## src/rtl/fp_div_srt_mant.sv

```systemverilog
// fp_div_srt_mant
//   Mantissa divider for IEEE-754 single precision. Divides 1.dividend_mant
//   by 1.divisor_mant with a radix-2 SRT recurrence (digits -1/0/+1, one per
//   cycle, 26 cycles). A correction cycle converts the redundant quotient
//   into an exact floor quotient and a non-negative remainder. A rounding
//   cycle normalises, rounds to nearest-even and packs the result with the
//   exponent and sign supplied by the upstream stages.
//
// Ports
//   clk            clock, all state changes on the rising edge
//   rst            synchronous active-high reset
//   in_valid       operand set valid
//   in_ready       block idle and able to accept operands
//   dividend_mant  dividend fraction (hidden 1 implied)
//   divisor_mant   divisor fraction (hidden 1 implied)
//   exp_in         biased quotient exponent from the exponent stage
//   sign_in        quotient sign
//   out_valid      result valid, held until accepted
//   out_ready      consumer accepts the result
//   result         packed single-precision {sign, exp, mant}
//
// Exponent arithmetic wraps modulo 256; special operands are not detected.

module fp_div_srt_mant (
  input  logic        clk,
  input  logic        rst,
  input  logic        in_valid,
  output logic        in_ready,
  input  logic [22:0] dividend_mant,
  input  logic [22:0] divisor_mant,
  input  logic [7:0]  exp_in,
  input  logic        sign_in,
  output logic        out_valid,
  input  logic        out_ready,
  output logic [31:0] result
);

  localparam int         REM_W    = 28;
  localparam int         Q_W      = 26;
  localparam logic [4:0] LAST_ITR = 5'd25;

  typedef enum logic [2:0] {IDLE, ITER, CORR, ROUND, DONE} state_t;

  state_t                    r_state;
  state_t                    w_state_nxt;
  logic        [4:0]         r_cnt;
  logic signed [REM_W-1:0]   r_w;
  logic        [24:0]        r_dd;
  logic        [Q_W-1:0]     r_qpos;
  logic        [Q_W-1:0]     r_qneg;
  logic        [Q_W-1:0]     r_q;
  logic signed [REM_W-1:0]   r_rem;
  logic        [7:0]         r_exp;
  logic                      r_sign;
  logic        [31:0]        r_result;

  logic signed [REM_W-1:0]   w_w2;
  logic signed [REM_W-1:0]   w_dd;
  logic signed [REM_W-1:0]   w_w_nxt;
  logic                      w_qp;
  logic                      w_qn;
  logic        [Q_W-1:0]     w_qraw;

  // Normalise, round to nearest-even and pack. A mantissa carry-out bumps
  // the exponent; both exponent adjustments wrap modulo 256.
  function automatic logic [31:0] round_pack(input logic       s,
                                             input logic [7:0] e_in,
                                             input logic [25:0] q,
                                             input logic       rem_nz);
    logic [22:0] mant;
    logic        guard;
    logic        sticky;
    logic [7:0]  e;
    if (q[25]) begin
      mant   = q[24:2];
      guard  = q[1];
      sticky = q[0] | rem_nz;
      e      = e_in;
    end else begin
      mant   = q[23:1];
      guard  = q[0];
      sticky = rem_nz;
      e      = e_in - 8'd1;
    end
    if (guard && (sticky || mant[0])) begin
      if (&mant) begin
        mant = '0;
        e    = e + 8'd1;
      end else begin
        mant = mant + 23'd1;
      end
    end
    return {s, e, mant};
  endfunction

  // Control FSM
  always_ff @(posedge clk) begin
    if (rst) r_state <= IDLE;
    else     r_state <= w_state_nxt;
  end

  always_comb begin
    w_state_nxt = r_state;
    case (r_state)
      IDLE:    if (in_valid)          w_state_nxt = ITER;
      ITER:    if (r_cnt == LAST_ITR) w_state_nxt = CORR;
      CORR:                           w_state_nxt = ROUND;
      ROUND:                          w_state_nxt = DONE;
      DONE:    if (out_ready)         w_state_nxt = IDLE;
      default:                        w_state_nxt = IDLE;
    endcase
  end

  assign in_ready  = (r_state == IDLE);
  assign out_valid = (r_state == DONE);
  assign result    = r_result;

  // Fixed point (25 fraction bits): w0 = X/4 and d = D/2 in [0.5,1), so
  // |w| <= d holds throughout. Selection looks only at 2w truncated to one
  // fraction bit: estimate >= 0 picks +1, estimate == -1/2 picks 0, and
  // anything lower picks -1. The truncation error (< 1/2) stays inside the
  // overlap regions because d >= 1/2.
  assign w_w2    = {r_w[REM_W-2:0], 1'b0};
  assign w_dd    = signed'({3'b000, r_dd});
  assign w_qp    = ~w_w2[REM_W-1];
  assign w_qn    = w_w2[REM_W-1] & (w_w2[REM_W-1:REM_W-4] != 4'b1111);
  assign w_w_nxt = w_qp ? (w_w2 - w_dd) : (w_qn ? (w_w2 + w_dd) : w_w2);
  assign w_qraw  = r_qpos - r_qneg;

  always_ff @(posedge clk) begin
    if (rst) begin
      r_cnt    <= '0;
      r_w      <= '0;
      r_dd     <= '0;
      r_qpos   <= '0;
      r_qneg   <= '0;
      r_q      <= '0;
      r_rem    <= '0;
      r_exp    <= '0;
      r_sign   <= 1'b0;
      r_result <= '0;
    end else begin
      case (r_state)
        // Operand capture
        IDLE: begin
          if (in_valid) begin
            r_w    <= signed'({4'b0000, 1'b1, dividend_mant});
            r_dd   <= {1'b1, divisor_mant, 1'b0};
            r_exp  <= exp_in;
            r_sign <= sign_in;
            r_cnt  <= '0;
            r_qpos <= '0;
            r_qneg <= '0;
          end
        end
        // SRT iteration
        ITER: begin
          r_w    <= w_w_nxt;
          r_qpos <= {r_qpos[Q_W-2:0], w_qp};
          r_qneg <= {r_qneg[Q_W-2:0], w_qn};
          r_cnt  <= r_cnt + 5'd1;
        end
        // Redundant-to-binary conversion and remainder sign fix-up
        CORR: begin
          if (r_w[REM_W-1]) begin
            r_q   <= w_qraw - 26'd1;
            r_rem <= r_w + w_dd;
          end else begin
            r_q   <= w_qraw;
            r_rem <= r_w;
          end
        end
        // Round and pack
        ROUND: begin
          r_result <= round_pack(r_sign, r_exp, r_q, (r_rem != '0));
        end
        default: ;
      endcase
    end
  end

endmodule

```

## config.mk

```make
export PLATFORM = sky130hd
export DESIGN_NAME = fp_div_srt_mant
export DESIGN_NICKNAME = d
export VERILOG_FILES = /design/src/rtl/fp_div_srt_mant.sv
export SDC_FILE = /design/constraint.sdc
export NUM_CORES = 1
export LEC_CHECK = 0
export ABC_AREA = 1
export CAP_MARGIN = 10
export CORE_ASPECT_RATIO = 0.7
export CORE_UTILIZATION = 23
export CTS_BUF_LIST = sky130_fd_sc_hd__clkbuf_16
export CTS_CLUSTER_SIZE = 24
export DETAILED_ROUTE_END_ITERATION = 16
export SYNTH_ARGS = -nofsm -noshare
export SYNTH_HDL_FRONTEND = slang
export SYNTH_SLANG_ARGS = --single-unit
```

## constraint.sdc

```tcl
create_clock -name clk -period 3 [get_ports clk]
set_input_delay 0.3 -clock clk [delete_from_list [all_inputs] [get_ports clk]]
set_output_delay 0.3 -clock clk [all_outputs]
set_load 0.01 [all_outputs]
```

==> metrics.txt <==
Clock Tree Buf Depth 3; CTS Buf Count 26; Yosys reg bits approximately 210; post-CTS sizing 0; initial DRC count approximately 1700; Setup-failing EPs final 0; antenna violations before repair 2; Power Dens Cells about 590 nW/um2; RSZ-0062 raised after global routing no; Async SR Flop Fraction 0; vias in the first global route ~16000; Ports a little over 90; DRT Wirelength between 50000 and 60000 um; VDD IR max about 340 uV; Max-Cap Viols 0; largest net degree at the start of global routing roughly 130; Detailed Routing Iterations Pass 1 7; status complete, no violations; Distinct cells, synth 55; critical path class reg2reg; Critical Path End Type flip-flop; Worst path slowest cell dfxtp_1; I/O Buffers 92; final hold vios 0; area grow syn2layout 18.4%; first-pass GRT wire length 93100 um; dpl hpwl 45400 um; mean number of vias per cell 4.74; Crit path buffers/inverters 2; syn avg cell area slightly above 6 um2; CTS Sinks around 210; RePlAce Congestion around 0.97; delay-heaviest family, CP simple AND/OR/NAND/NOR gates; Worst Setup Start Kind flip-flop; core box area ~70000 um2; Die Area between 70000 and 80000 um2; WL/cell approximately 16 um; GRT Overall Usage 0.161; r2r endpoint r_w[26]; Clock Tree Root clkbuf_16; Via Count 17800; Clk pin slew, worst setup/hold paths approximately 60 ps; ANT cells 0; H-tree Lvls 1; r2r setup slk 190 ps; r2r worst-path depth 14; pre-CTS setup slack around 210 ps; reg2reg start r_dd[2]; Final ANT Viol Nets 0; Hold Startpoint exp_in[6]; Slew Limit Fails 0; worst-margin pin slew roughly 930 ps; fin crit share 0.937; f_max 356 MHz; grt total ovfl 0; Cell Area, Synth between 15000 and 20000 um2; Syn Inst Count between 2000 and 3000; EDFF count, synth 0; HP Class in2reg; clock tree from TritonCTS built; Pleak around 0.0086 uW; CP required between 3000 and 4000 ps; setup_tns 0 ps; DRC Markers 0; Syn. warnings 0; initial core utilization 0.234; number of placement rows about 80; CP max stage delay around 450 ps; Worst slew margin 0.381; Seq/Total Area, Yosys 0.251; Clock Skew approximately 34 ps; Die H roughly 230 um; Post-Syn Nets around 2900; CTS hold repair buffers 0; PnR worst setup slack ~190 ps; layout cells sized above 1 0.0620; worst-skew pair later-pin latency 570 ps; Die W between 300 and 400 um; Critical Path, Cell by Cell inv_1, ha_1, nand3_1, nand2_1, a21oi_1, inv_1, nand2_1, nand2_1, nand3_1, nand3_1, xor2_1, nand2_1, nand3_1, a21oi_1; Synth Flop Type dfxtp_1; Post-CTS Setup Bufs 0; layout net count around 3000; maximum fanout along the worst path 5; worst hold path depth 3; fin crit period roughly 2800 ps; Worst Hold End r_exp[6]; CP arrival approximately 3200 ps
-- routing by layer --
layer | routed length [um] | vias up | share of wire | global-route usage
met1 | 30300 | 8066 | 0.51 | 0.250
li1 | - | 8983 | - | -
met4 | 1320 | 4 | 0.022 | 0.0366
met5 | 27 | - | 0.00046 | 0
met2 | 22200 | 684 | 0.38 | 0.221
met3 | 5320 | 79 | 0.090 | 0.0332
-- report_power, final --
group          internal [uW]  switching (uW)  total, uW
clock                   1750            1320       3070
sequential              2980             257       3240
combinational           1680            3530       5210
total                   6400            5110      11500
-- area by class of cell --
class	count	area [um2]
Tap cell	954	1190
Sequential cell	207	4140
Clock inverter	20	164
Inverter	361	1360
Fill cell	7912	50900
Multi-Input combinational cell	2040	10600
Clock buffer	26	651
Timing Repair Buffer	152	1410
-- worst max-delay path by stage --
| stage | start | endpoint | slack (ps) | cells after the start |
|---|---|---|---|---|
| finish | r_dd[2] | r_w[26] | 190 | 14 |
| global route | r_dd[2] | r_w[26] | 10 | 14 |
| CTS | r_qpos[0] | r_q[19] | 170 | 18 |
| detailed placement | r_qpos[0] | r_q[19] | 210 | 18 |
| global placement | r_qpos[0] | r_q[25] | 250 | 17 |
| floorplan | r_qpos[0] | r_q[21] | 600 | 17 |
-- state kept, by name (all words and copies together) (netlist names) --
name,flops
r_q,26
r_cnt,5
r_rem,28
r_qneg,26
r_dd,24
result,32
r_state,3
r_exp,8
r_sign,1
r_qpos,26
r_w,28
-- metrics by stage --
stage	cell area, um2	utilization	instances	total power [uW]	hold WS [ps]
2_1_floorplan	16500	-	2713	6670	443
3_3_place_gp	18700	0.265	3714	8340	453
3_5_place_dp	18700	0.265	3714	8330	456
4_1_cts	19500	0.277	3760	11500	288
5_1_grt	19500	0.277	3760	12300	323
6_report	19500	0.277	3760	11500	305
-- kinds of logic after synthesis --
logic type | after synthesis | share of synthesized area
xor gates and xnor gates | 72 | 0.0391
AOI/OAI and AO/OA | 614 | 0.198
muxes | 1 | 0.000607
adders and majority gates | 107 | 0.0830
DFF | 207 | 0.251
and+or+nand+nor | 1246 | 0.319
buffers and inverters | 466 | 0.110
-- layout by cell type, fill, tap and decap left out, drive strengths merged, types with 2 or more instances in the layout --
master	instances
o21a	3
bufinv	2
nand4	41
clkinv	15
nand3b	5
or2	11
a21boi	3
nor3	40
nor4	13
ha	103
clkbuf	26
o21bai	7
nor2	244
and2	2
o31ai	3
inv	362
a31o	3
a31oi	5
clkdlybuf4s50	91
nand3	164
buf	61
nand2	725
o211ai	21
fa	4
dfxtp	207
xnor2	14
a21oi	328
o22ai	5
clkinvlp	2
o21ai	217
a221oi	4
xor2	58
o221ai	6
a21o	5
-- cell usage after synthesis, types with 6 or more instances --
cell / number / area, um2
a21oi_1: 328 / 1640
buf_1: 8 / 30.0
buf_2: 12 / 60.1
clkbuf_1: 76 / 285
dfxtp_1: 207 / 4140
ha_1: 103 / 1290
inv_1: 351 / 1320
inv_2: 9 / 33.8
nand2_1: 714 / 2680
nand2_2: 10 / 62.6
nand3_1: 161 / 806
nand4_1: 40 / 250
nor2_1: 232 / 871
nor2_2: 9 / 56.3
nor3_1: 34 / 170
nor3_2: 6 / 60.1
nor4_1: 13 / 81.3
o211ai_1: 21 / 158
o21ai_0: 185 / 926
o21ai_1: 29 / 145
o21bai_1: 7 / 52.6
o221ai_1: 6 / 52.6
or2_2: 7 / 43.8
xnor2_1: 14 / 123
xor2_1: 56 / 490
-- tightest hold or removal path, delay by kind of cell --
family | cells | cell delay [ps]
and+or+nand+nor | 1 | 70
AOI/OAI and AO/OA | 1 | 50
buffers and inverters | 1 | 410
(Power assumes the default switching activity.)
==> RTL change 1 (same flow settings) <==
Re-encode `state_t` (5 states) as Gray code, 3 bits wide.
--- a/src/rtl/fp_div_srt_mant.sv
+++ b/src/rtl/fp_div_srt_mant.sv
@@ -39,7 +39,7 @@
   localparam int         Q_W      = 26;
   localparam logic [4:0] LAST_ITR = 5'd25;
 
-  typedef enum logic [2:0] {IDLE, ITER, CORR, ROUND, DONE} state_t;
+  typedef enum logic [2:0] {IDLE = 3'b000, ITER = 3'b001, CORR = 3'b011, ROUND = 3'b010, DONE = 3'b110} state_t;
 
   state_t                    r_state;
   state_t                    w_state_nxt;
Check against the original RTL: same outputs for any inputs over 10 cycles, from zero or initial values and one cycle with rst high; not proved beyond that.
==> RTL change 1 against the original RTL <==
  * Cell area increased by 1.4%
  * Clock skew decreased by 0.019 ns
  * Wire length is 6.5% higher
  * Synthesized area rose by 0.93%
  * Total power shrank 7.8%
  * Setup slack got worse by 0.0090 ns
  * Die area is 0.93% higher
  * Sequential cell count is the same
==> RTL change 1: results (changes against the original RTL) <==
status=finished clean; Placer Congestion=0.9804 (+1.1%); highest-delay cell along the critical path=fa_2; synth top area cells=dfxtp_1 25%, nand2_1 16%, a21oi_1 9.6%; CTS Buf Count=25 (-3.8%); global-route wire length before repair=97360 um (+4.6%); met1 Use GR=26.40% (+1.4 points); fin cells=3754 (-0.16%); peak supply drop=0.3542 mV (+3.7%); Total Wirelength=63030 um (+6.5%); register area share after synthesis=24.89% (-0.23 points); hold_ws=0.1679 ns (-0.1371 ns); CP Max Fanout=4 (-1); Post-Syn Area per Cell=6.198 sq um (+1.9%); cell count after placement=3710 (-0.11%); crit-path max cell delay=0.56 ns (+0.11 ns); wl on met1=31900 um (+5.3%); layout net count=2937 (-0.58%); Post-Synth Adder-Cell Area=8.222% (-0.077 points); Hold Startpoint=rst; proportion of layout cells with a drive suffix above 1=8.286% (+2.1 points); Synthesized Nets=2852 (-0.94%); Vias=18069 (+1.4%); Cell Pwr Density=536.1 mW/mm^2 (-9.1%); fmax=354.5 MHz (-0.32%); hold worst-path end=result[24]; hold path cells=4 (+1); Place WS=0.1959 ns (-0.01250 ns)
## RTL change 1: changes by cell type in the layout (fill, tap and decap cells not counted), moves of 6 or more
cell,delta
nand2_2,+13
a21oi_1,-7
o21ai_0,-15
nand2_1,-20
nor2_1,-21
o21ai_1,+9
nand3_1,-23
inv_2,+6
inv_1,-29
a31oi_1,+8
o21bai_1,+7
nor2_4,+6
buf_4,+6
nor2_2,+10
## RTL change 1: layout make-up
cell class / count / area (sq um)
clock inverters: 19 / 220.2
flip-flops and latches: 207 / 4144
multi-input cells: 2037 / 10810
repair buffers: 160 / 1491
fillers: 8086 / 51820
clock buffers: 25 / 625.6
well taps: 966 / 1209
inverters: 340 / 1285
## RTL change 1: worst max-delay path by stage
stage / start / depth (start not counted) / endpoint
floorplan: r_qpos[0] / 15 / r_q[18]
global placement: r_qneg[11] / 19 / r_q[18]
detailed placement: r_qpos[0] / 19 / r_q[18]
CTS: r_qpos[0] / 19 / r_q[18]
global route: r_q[25] / 11 / result[20]
finish: r_qpos[0] / 14 / r_q[12]
==> RTL change 2 (same settings) <==
Without the edit above. Reset style: asynchronous (`rst`), changed in 2 clocked blocks. Comments in the files are not updated.
--- a/src/rtl/fp_div_srt_mant.sv
+++ b/src/rtl/fp_div_srt_mant.sv
@@ -94,7 +94,7 @@
   endfunction
 
   // Control FSM
-  always_ff @(posedge clk) begin
+  always_ff @(posedge clk or posedge rst) begin
     if (rst) r_state <= IDLE;
     else     r_state <= w_state_nxt;
   end
@@ -127,7 +127,7 @@
   assign w_w_nxt = w_qp ? (w_w2 - w_dd) : (w_qn ? (w_w2 + w_dd) : w_w2);
   assign w_qraw  = r_qpos - r_qneg;
 
-  always_ff @(posedge clk) begin
+  always_ff @(posedge clk or posedge rst) begin
     if (rst) begin
       r_cnt    <= '0;
       r_w      <= '0;
Check against the original RTL: differs if rst is asserted again (counterexample within 4 cycles, from zero or initial values and one cycle with rst high); with rst held inactive, the same outputs for 10 cycles.
==> RTL change 2 against the original RTL <==
  * Wire length hardly changed
  * Clock skew is 0.023 ns lower
  * Synthesized area is 3.0% higher
  * Non-clock buffer count is 6 lower
  * Setup slack worse by 0.069 ns
  * First-iteration DRC count is 4.4% higher
  * Cell area is 3.4% higher
  * Sequential cell count stayed put
Power is not shown: default switching activity piles up to over one toggle a cycle in this logic, so the estimate is an artifact.
==> RTL change 2: results (changes against the original RTL) <==
Reg-to-Reg Start=r_w[19]; final core utilization=27.90% (+0.19 points); worst-margin pin slew=0.7738 ns (-0.1545 ns); Worst Hold Class=in -> async; Starting DRT DRC Count=1808 (+4.4%); crit-path max cell delay=0.58 ns (+0.13 ns); complex-gate fraction of the synthesized area=17.37% (-2.4 points); vias in the first global route=15912 (-2.0%); largest net degree at the start of global routing=100 (-24%); mux cell area share after synthesis=0.1988% (+0.14 points); DRT Pass-1 Iters=6 (-1); fillers=8029 (+1.5%); asr flop ratio synth=100.0% (+100 points); highest-delay cell along the critical path=nor4_1; CP Max Fanout=9 (+4); distinct cell type count after synthesis=51 (-7.3%); CTS Buf Count=27 (+3.8%); Mapped Cells=2574 (-5.1%); Placer Congestion=1.008 (+3.9%); global-route wire length before repair=92940 um (-0.16%); initial antenna violation count=1 (-1); Total Wirelength=59170 um (about the same); Final Skew=0.01052 ns (-0.02340 ns); proportion of layout cells with a drive suffix above 1=6.610% (+0.41 points); GRT Total Usage=15.53% (-0.61 points); DP Wirelength=46690 um (+2.8%); synth cell count leaders=666 x nand2_1, 377 x inv_1, 228 x nor2_1; Synthesized Nets=2740 (-4.8%); Vias/cell=4.778 (+0.83%); Post-DP Area=0.01927 sq mm (+3.2%); Post-Synth Adder-Cell Area=8.055% (-0.24 points); cell count after placement=3613 (-2.7%); layout net count=2842 (-3.8%); status=finished clean; fin cells=3659 (-2.7%); XOR/XNOR share of the synthesized area=3.144% (-0.77 points); register area share after synthesis=30.48% (+5.4 points)
RTL change 2: path summary, 6_finish.rpt:
check                                  end  depth (start not counted)
worst max-delay path               r_w[24]                          9
min in group clk                  r_dd[15]                          3
worst min register to register  result[31]                          2
worst min-delay path            result[22]                          3
worst max register to register     r_w[24]                          9
max in group asynchronous          r_w[10]                          3
RTL change 2: timing repair:
item / in CTS / in global routing
setup endpoints to repair: 0 / 12
gates resized for setup: 0 / 10
setup buffers: 0 / 0
RTL change 2: cells by family (layout without fill, tap and decap cells):
| group | Yosys count | in the layout |
|---|---|---|
| AO/OA/AOI/OAI | 523 | 523 |
| adder cells (fa/ha/maj) | 107 | 107 |
| XOR/XNOR | 61 | 61 |
| multiplexers | 3 | 3 |
| buffers and inverters | 467 | 586 |
| flip-flops | 207 | 207 |
| AND/OR/NAND/NOR | 1206 | 1206 |
RTL change 2: metrics by stage:
stage                     worst slack, ns    TNS, ns  hold WS (ns)
after floorplan                   0.01375          0        0.4417
after global placement             0.2969          0        0.4562
after detailed placement           0.2979          0        0.4578
after CTS                          0.2722          0        0.2821
after global routing            -0.001250  -0.001250        0.2953
final                              0.1190          0        0.2308
RTL change 2: layer usage:
metal / vias up / wire (um) / track usage [%]
met5: - / 0 / 0
met4: 0 / 1326 / 3.154
met3: 82 / 5211 / 3.326
met2: 673 / 21890 / 20.37
met1: 8103 / 30740 / 24.97
li1: 8623 / - / -
RTL change 2: worst reg2reg max path, stage by stage (launching register included):
cell and delay [ns]:
dfrtp_1 0.49, ha_1 0.47, nor2_1 0.24, inv_1 0.10, nor4_1 0.58, o21ai_0 0.42, nand4_1 0.20, nand3_1 0.08
nand3_1 0.08, o21ai_0 0.08
RTL change 2: cell type report:
class                           count  share of cell area (%)
Clock inverter                     19                  0.9981
Sequential cell                   207                   25.66
Inverter                          394                   7.346
Timing Repair Buffer              146                   6.819
Clock buffer                       27                   3.348
Tap cell                          966                   5.988
Multi-Input combinational cell   1900                   49.84
